<file path="src/rtl/logic_op_pipe.sv">
`default_nettype none
// ============================================================================
// Module   : logic_op_pipe
// Purpose  : Bitwise logic op on two WIDTH-bit operands, combinational and
//            through a STAGES-deep valid/ready pipeline with bubble collapsing.
//            Define LOGIC_OP_PIPE_PARITY_EN to add a pipelined out_parity.
// Revision : 1.0 - initial release
// ============================================================================
module logic_op_pipe #(
  parameter int WIDTH  = 8,
  parameter int STAGES = 2
) (
  input  logic             clk,
  input  logic             rst_n,
  input  logic             in_valid,
  output logic             in_ready,
  input  logic [WIDTH-1:0] a,
  input  logic [WIDTH-1:0] b,
  input  logic [2:0]       op,
  output logic [WIDTH-1:0] out_comb,
  output logic             out_valid,
  input  logic             out_ready,
  output logic [WIDTH-1:0] out_data
`ifdef LOGIC_OP_PIPE_PARITY_EN
  ,
  output logic             out_parity
`endif
);

  localparam logic [2:0] OP_AND   = 3'b000;
  localparam logic [2:0] OP_OR    = 3'b001;
  localparam logic [2:0] OP_XOR   = 3'b010;
  localparam logic [2:0] OP_NAND  = 3'b011;
  localparam logic [2:0] OP_NOR   = 3'b100;
  localparam logic [2:0] OP_XNOR  = 3'b101;
  localparam logic [2:0] OP_PASSA = 3'b110;
  localparam logic [2:0] OP_NOTA  = 3'b111;

  logic [WIDTH-1:0]  result;
  logic [STAGES-1:0] v;
  logic [STAGES-1:0] empt;
  logic [STAGES-1:0] load;
  logic [WIDTH-1:0]  d [STAGES];
  logic              accept;

  always_comb begin
    result = '0;
    case (op)
      OP_AND:   result = a & b;
      OP_OR:    result = a | b;
      OP_XOR:   result = a ^ b;
      OP_NAND:  result = ~(a & b);
      OP_NOR:   result = ~(a | b);
      OP_XNOR:  result = ~(a ^ b);
      OP_PASSA: result = a;
      OP_NOTA:  result = ~a;
      default:  result = '0;
    endcase
  end

  assign out_comb = result;

  // Emptying ripples from the output back so a stalled tail still lets
  // upstream bubbles collapse.
  always_comb begin
    empt = '0;
    empt[STAGES-1] = v[STAGES-1] & out_ready;
    for (int i = STAGES - 2; i >= 0; i--) begin
      empt[i] = v[i] & (~v[i+1] | empt[i+1]);
    end
  end

  assign load     = ~v | empt;
  assign in_ready = load[0];
  assign accept   = in_valid & in_ready;

  always_ff @(posedge clk or negedge rst_n) begin
    if (!rst_n) begin
      v <= '0;
      for (int i = 0; i < STAGES; i++) begin
        d[i] <= '0;
      end
    end else begin
      if (load[0]) begin
        v[0] <= accept;
        if (accept) begin
          d[0] <= result;
        end
      end
      for (int i = 1; i < STAGES; i++) begin
        if (load[i]) begin
          v[i] <= v[i-1];
          if (v[i-1]) begin
            d[i] <= d[i-1];
          end
        end
      end
    end
  end

  assign out_valid = v[STAGES-1];
  assign out_data  = d[STAGES-1];

`ifdef LOGIC_OP_PIPE_PARITY_EN
  logic [STAGES-1:0] p;

  always_ff @(posedge clk or negedge rst_n) begin
    if (!rst_n) begin
      p <= '0;
    end else begin
      if (load[0] && accept) begin
        p[0] <= ^result;
      end
      for (int i = 1; i < STAGES; i++) begin
        if (load[i] && v[i-1]) begin
          p[i] <= p[i-1];
        end
      end
    end
  end

  assign out_parity = p[STAGES-1];
`endif

endmodule
`default_nettype wire

</file>
<file path="config.mk">
export PLATFORM = sky130hd
export DESIGN_NAME = logic_op_pipe
export DESIGN_NICKNAME = d
export VERILOG_FILES = /design/src/rtl/logic_op_pipe.sv
export SDC_FILE = /design/constraint.sdc
export NUM_CORES = 1
export LEC_CHECK = 0
export CAP_MARGIN = 10
export CORE_UTILIZATION = 25
export DETAILED_ROUTE_END_ITERATION = 8
export GPL_TIMING_DRIVEN = 0
export PLACE_DENSITY = 0.44
export SYNTH_ARGS = -nofsm -noshare
export SYNTH_HDL_FRONTEND = slang
export SYNTH_SLANG_ARGS = --single-unit
export TNS_END_PERCENT = 50
</file>
<file path="constraint.sdc">
create_clock -name clk -period 7.1 [get_ports clk]
set_clock_uncertainty 0.05 [all_clocks]
set_input_delay 2.13 -clock clk [delete_from_list [all_inputs] [get_ports clk]]
set_output_delay 2.13 -clock clk [all_outputs]
set_load 0.05 [all_outputs]
</file>
==> impl_metrics.yaml, run 1 <==
synth:
  synth_edf_count: 0
  synthXorXnorAreaFrac: 0.0431
  ys_ff_latch: 18
  synth_compound_area_frac: 0.157
  synthAdderAreaFrac: 0.123
  ys_types: 26
  yosysSeqAreaShare: 0.277
  synthSimpleGateAreaFrac: 0.172
  yosys_warnings: 0
  synth_top_area_frac: 0.277
  yosys.area.top_type: "dfrtp_1"
  synth_fp_nets: 223
  synth.area.mux_share: 0.119
  ys_top_cells_by_area: "dfrtp_1 28%, ha_1 12%, mux2_2 9.0%"
  synthArstFlopShare: 1.00
  synthCells: 184
  synth_top_family_by_area: "simple AND/OR/NAND/NOR gates"
  netlist_area_sq_mm: 0.00163
  syn_avg_cell_area_sq_um: 8.83
  ys.flop_type: "dfrtp_1"
worst_setup_path:
  critPathRequiredTime_ns: 4.92
  slowest_stage: "clkdlybuf4s50_1"
  max_stage_delay_ns: 0.89
  critPathTopFamily: "buffers and inverters"
  crit_type: "in2out"
  cp.arrival_ns: 4.60
  start_kind: "input pin"
  worstPathCellList: "clkdlybuf4s50_1, or2_2, clkbuf_1, a211oi_1, a211oi_1, clkdlybuf4s50_1"
  cp-end-kind: "output port"
  path_max_fanout: 7
  crit_buf_inv: 3
die:
  die-area_sq_mm: 0.00683
  rows: 29
  fp.coreArea_sq_mm: 0.00631
  initial_utilization: 0.257
  die_w_um: 82.6
  dieHeight_um: 82.6
  ios: 41
power_and_ir_drop:
  internal_power_uw: 284
  peakVddDrop_mv: 0.112
  power_frac_seq: 0.302
  clockPowerShare: 0.174
  comb_power_share: 0.524
  p_sw_uw: 181
  powerDensity_mw_per_mm2: 214
  p_leak_nw: 0.937
  p_sw_frac: 0.389
finish:
  layout_commonest_cell: "clkdlybuf4s50_1"
  fin_util: 0.343
  diodes: 0
  drive_above_1_share: 0.145
  most-common-layout-cells: "39 x clkdlybuf4s50_1, 18 x dfrtp_1, 17 x inv_1"
  syn_to_final_growth_pct: 33.3
  fin_nets: 267
sta:
  finalSetupViolCount: 0
  fmax_mhz: 147
  period_minus_slack_ns: 6.78
  holdWs_ns: 0.429
  slew_viol_final: 0
  finalSetupTns_ns: 0
  finalHoldViolCount: 0
  period_share: 0.955
  slew_headroom: 0.450
  rsz0062_at_grt: "false"
  tightest_slew_ns: 0.823
grt:
  grt_pass1_vias: 1328
  grtUsageTotal: 0.118
  antenna_found_initial: 0
  grt_start_max_net_pins: 19
  grt-ovfl-total: 0
  grt_pass1_wl_um: 6080
clocking:
  cts_resized: 0
  post_cts_buffers: 0
  cts_buffers: 3
  holdBufCountCts: 0
  clockBufferDepth: 2
  ctsRootBufferMaster: "clkbuf_8"
  clk_pin_slew_worst_paths_ns: 0.06
  cts_tree: "yes"
  h-tree-depth: 1
  insertion_delay_ns: 0.25
  cts.sinks: 18
detailed_routing:
  via_per_inst: 4.40
  ant_nets: 0
  wl_per_cell_um: 12.0
  dr.pass1.iters: 4
  wl_um: 3650
  drc_errors: 0
  drt-initial-drc-count: 35
  num_vias: 1338
job:
  max_cap_viol_count: 0
status:
  outcome: "finished, final reports clean"
placed_design:
  gp_congestion: 0.755
  hpwl_um: 2930
  portBuffers: 39
min_path:
  hp-class: "reg2reg"
==> layer usage <==
layer / GRT usage / part of all wire / vias up / wire length (um)
li1: - / - / 707 / -
met1: 0.156 / 0.50 / 595 / 1830
met2: 0.201 / 0.46 / 32 / 1690
met3: 0.0132 / 0.028 / 4 / 104
met4: 0.0362 / 0.0082 / 0 / 30
met5: 0 / 0 / - / 0
==> cell type report <==
| class | instances | area (sq um) |
|---|---|---|
| Fill cell | 684 | 4150 |
| Multi-Input combinational cell | 130 | 1000 |
| Sequential cell | 18 | 450 |
| Timing Repair Buffer | 39 | 390 |
| Buffer | 18 | 105 |
| Tap cell | 77 | 96.3 |
| Inverter | 18 | 70.1 |
| Clock buffer | 4 | 55.1 |
==> final timing paths <==
| path | from | endpoint | slack [ns] | cells after the start |
|---|---|---|---|---|
| hold reg to reg | d[11] | d[11] | 0.43 | 2 |
| setup / recovery | op[2] | out_comb[5] | 0.32 | 6 |
| setup reg to reg | v[1] | d[15] | 5.60 | 4 |
| min in group asynchronous | rst_n | out_data[0] | 2.31 | 1 |
| hold / removal | d[11] | d[11] | 0.43 | 2 |
| max in group asynchronous | rst_n | out_data[2] | 4.19 | 1 |
==> Yosys cell counts (all sizes together) (3+ instances only) <==
cell and instances:
dfrtp 18, inv 18, ha 16, nor2b 16
mux2 14, nand2 13, buf 12, nand2b 11
o21ai 10, a211oi 8, a21oi 7, nor2 7
clkbuf 6, xor2 5, nand3b 4, o32ai 4
a2111o 3, o22ai 3, o31ai 3, xnor2 3
==> metrics by stage <==
step / worst slack [ns] / cells / total power, mW / instance area, sq um
after floorplan: 0.932 / 184 / 0.312 / 1630
after global placement: 0.301 / 300 / 0.387 / 2110
after detailed placement: 0.311 / 300 / 0.389 / 2110
after CTS: 0.288 / 304 / 0.473 / 2170
after global routing: 0.138 / 304 / 0.498 / 2170
final: 0.320 / 304 / 0.464 / 2170
==> power by group through the flow <==
stage,Clock [mW],Combinational (mW),Sequential (mW)
floorplan,0,0.172,0.140
global route,0.0898,0.264,0.144
detailed placement,0,0.246,0.143
global placement,0,0.246,0.142
CTS,0.0857,0.247,0.141
finish,0.0807,0.243,0.140
==> flip-flops by register name, summed over array words and instances, names as in the netlist <==
name,flops
out_data,8
v,2
d,8
==> worst min-delay path, delay by kind of cell (launching register included) <==
kind / cells / cell delay, ns
AOI/OAI and AO/OA: 1 / 0.05
and+or+nand+nor: 1 / 0.05
DFF: 1 / 0.34
==> cells by family after synthesis <==
group,count (synthesis)
compound gates,38
xor+xnor,8
buf+inv,36
simple gates,52
fa+ha+maj,16
flops,18
mux,16
(Power assumes the default switching activity.)
==> run 2, diff against run 1 <==
- CTS_CLUSTER_DIAMETER: unset -> 200
==> results of run 2 <==
The final DEF is identical to that of run 1; final timing and power are the same.
==> run 3, diff against run 2 <==
- ABC_AREA: unset -> 1
- PLACE_DENSITY: 0.44 -> 0.52
==> run 3 against run 2 <==
Against the previous run: register-to-register slack better by 0.21 ns; synthesized cell count up 36%; wire length rose by 18%; synthesized area grew 7.1%; combinational power grew 11%; maximum frequency increased by 3.6%; first-iteration DRC count is 120% higher; global-route usage up 0.54 points; critical endpoint is now out_comb[0]; highest routed layer unchanged.
==> impl_metrics.yaml, run 3 <==
synth:
  synthCells: 251
  synth_top_area_frac: 0.259
  yosys.area.top_type: "dfrtp_1"
  ys_top_cells_by_count: "70 x nand2_1, 42 x inv_1, 25 x nor2_1, 24 x nand4_1, 18 x dfrtp_1"
  ys.flop_type: "dfrtp_1"
  syn_avg_cell_area_sq_um: 6.93
  synth_fp_nets: 290
  yosysSeqAreaShare: 0.259
  synthArstFlopShare: 1.00
  yosysMostFrequentCell: "nand2_1"
  yosys_warnings: 0
  ys_top_cells_by_area: "dfrtp_1 26%, nand2_1 15%, ha_1 12%"
  synth_edf_count: 0
  netlist_area_sq_mm: 0.00174
  ys_ff_latch: 18
  ys_types: 15
worst_setup_path:
  crit_type: "in2out"
  crit_buf_inv: 2
  regToRegSetupSlack_ns: 5.81
  slowest_stage: "clkdlybuf4s50_1"
  cp-end-kind: "output port"
  critPathTopFamily: "buffers and inverters"
  max_stage_delay_ns: 0.80
  worstSetupEndpoint: "out_comb[0]"
  reg2reg_depth: 5
  setup.worst_path.start: "op[0]"
  path_max_fanout: 8
  critPathRequiredTime_ns: 4.92
  worst_r2r_endpoint: "d[15]"
  worstReg2RegStart: "v[0]"
  worstPathCellList: "clkdlybuf4s50_1, nor2_1, nand3_1, nand2_1, nor2_1, nand3_2, clkdlybuf4s50_1"
  start_kind: "input pin"
  cp.depth: 7
  cp.arrival_ns: 4.37
power_and_ir_drop:
  comb_power_share: 0.544
  power_frac_seq: 0.291
  powerDensity_mw_per_mm2: 216
  total_power_uw: 494
  p_sw_uw: 206
  p_sw_frac: 0.416
  internal_power_uw: 288
  p_leak_nw: 1.25
  clockPowerShare: 0.165
  peakVddDrop_mv: 0.0826
clocking:
  post_cts_buffers: 0
  holdBufCountCts: 0
  ctsRootBufferMaster: "clkbuf_8"
  clk_pin_slew_worst_paths_ns: 0.06
  cts_buffers: 3
  cts.sinks: 18
  clockBufferDepth: 2
  cts_tree: "yes"
  cts_resized: 0
  insertion_delay_ns: 0.25
  h-tree-depth: 1
sta:
  slew_viol_final: 0
  fin_ws_ns: 0.555
  slew_headroom: 0.483
  finalSetupViolCount: 0
  tightest_slew_ns: 0.773
  finalHoldViolCount: 0
  fmax_mhz: 153
  finalSetupTns_ns: 0
  period_share: 0.922
  period_minus_slack_ns: 6.55
  rsz0062_at_grt: "false"
detailed_routing:
  drt-initial-drc-count: 77
  wl_per_cell_um: 11.5
  num_vias: 1682
  dr.pass1.iters: 4
  wl_um: 4300
  drc_errors: 0
  ant_nets: 0
  via_per_inst: 4.50
job:
  max_cap_viol_count: 0
finish:
  fin_nets: 334
  fill_cells: 742
  most-common-layout-cells: "70 x nand2_1, 42 x inv_1, 39 x clkdlybuf4s50_1"
  diodes: 0
  layout_commonest_cell: "nand2_1"
  drive_above_1_share: 0.146
  syn_to_final_growth_pct: 31.3
grt:
  grt-ovfl-total: 0
  grtUsageTotal: 0.123
  grt_start_max_net_pins: 19
  grt_pass1_vias: 1514
  grt_pass1_wl_um: 7240
  antenna_found_initial: 0
placed_design:
  portBuffers: 39
  hpwl_um: 3250
  gp_congestion: 0.781
  dp_slack_ns: 0.533
min_path:
  hp-class: "reg2reg"
die:
  dieHeight_um: 85.4
  fp.coreArea_sq_mm: 0.00676
  die_w_um: 85.4
  ios: 41
  die-area_sq_mm: 0.00730
  rows: 30
  initial_utilization: 0.258
status:
  outcome: "finished, final reports clean"
## run 3: routing by layer
metal  track usage  part of all wire  vias up  routed length (um)
li1              -                 -      879                   -
met5             0                 0        -                   0
met3       0.00973             0.049        6                 212
met1         0.167              0.48      744                2060
met4        0.0394            0.0088        0                  38
met2         0.208              0.46       53                1990
## run 3: worst min-delay path by stage
stage,start,end,slack [ns],depth (start not counted)
floorplan,d[10],d[10],0.40,2
global placement,d[15],d[15],0.41,2
detailed placement,d[14],d[14],0.42,2
CTS,d[14],d[14],0.43,2
global route,d[14],d[14],0.44,2
finish,d[13],d[13],0.43,2
## run 3: per-stage QoR
| step | std cells | area, sq um | hold slack, ns | util |
|---|---|---|---|---|
| 6_report | 374 | 2290 | 0.429 | 0.338 |
| 5_1_grt | 374 | 2290 | 0.444 | 0.338 |
| 4_1_cts | 374 | 2290 | 0.433 | 0.338 |
| 3_5_place_dp | 370 | 2230 | 0.415 | 0.330 |
| 3_3_place_gp | 370 | 2230 | 0.411 | 0.330 |
| 2_1_floorplan | 251 | 1740 | 0.395 | - |
## run 3: tightest hold or removal path, delay by kind of cell (launching register included)
kind / cells / cell delay [ns]
DFF: 1 / 0.34
and+or+nand+nor: 2 / 0.10
## run 3: cell type report
class / count / area, sq um / share of cell area
buffer: 16 / 120 / 0.0525
clock buffer: 4 / 55.1 / 0.0241
inverter: 45 / 169 / 0.0739
multi-input combinational: 172 / 1000 / 0.438
sequential: 18 / 450 / 0.197
tap: 80 / 100 / 0.0438
timing repair buffer: 39 / 390 / 0.171
## run 3: logic make-up after synthesis
group | share of synthesized area
adders and majority gates | 0.115
buffers and inverters | 0.166
DFF | 0.259
muxes | 0.0518
and+or+nand+nor | 0.408
## run 3: power by group through the flow
stage          Sequential [mW]  Combinational [mW]  Clock [mW]
5_1_grt                  0.148               0.287      0.0876
3_3_place_gp             0.145               0.269           0
3_5_place_dp             0.146               0.271           0
4_1_cts                  0.144               0.271      0.0835
6_report                 0.144               0.269      0.0814
2_1_floorplan            0.146               0.187           0
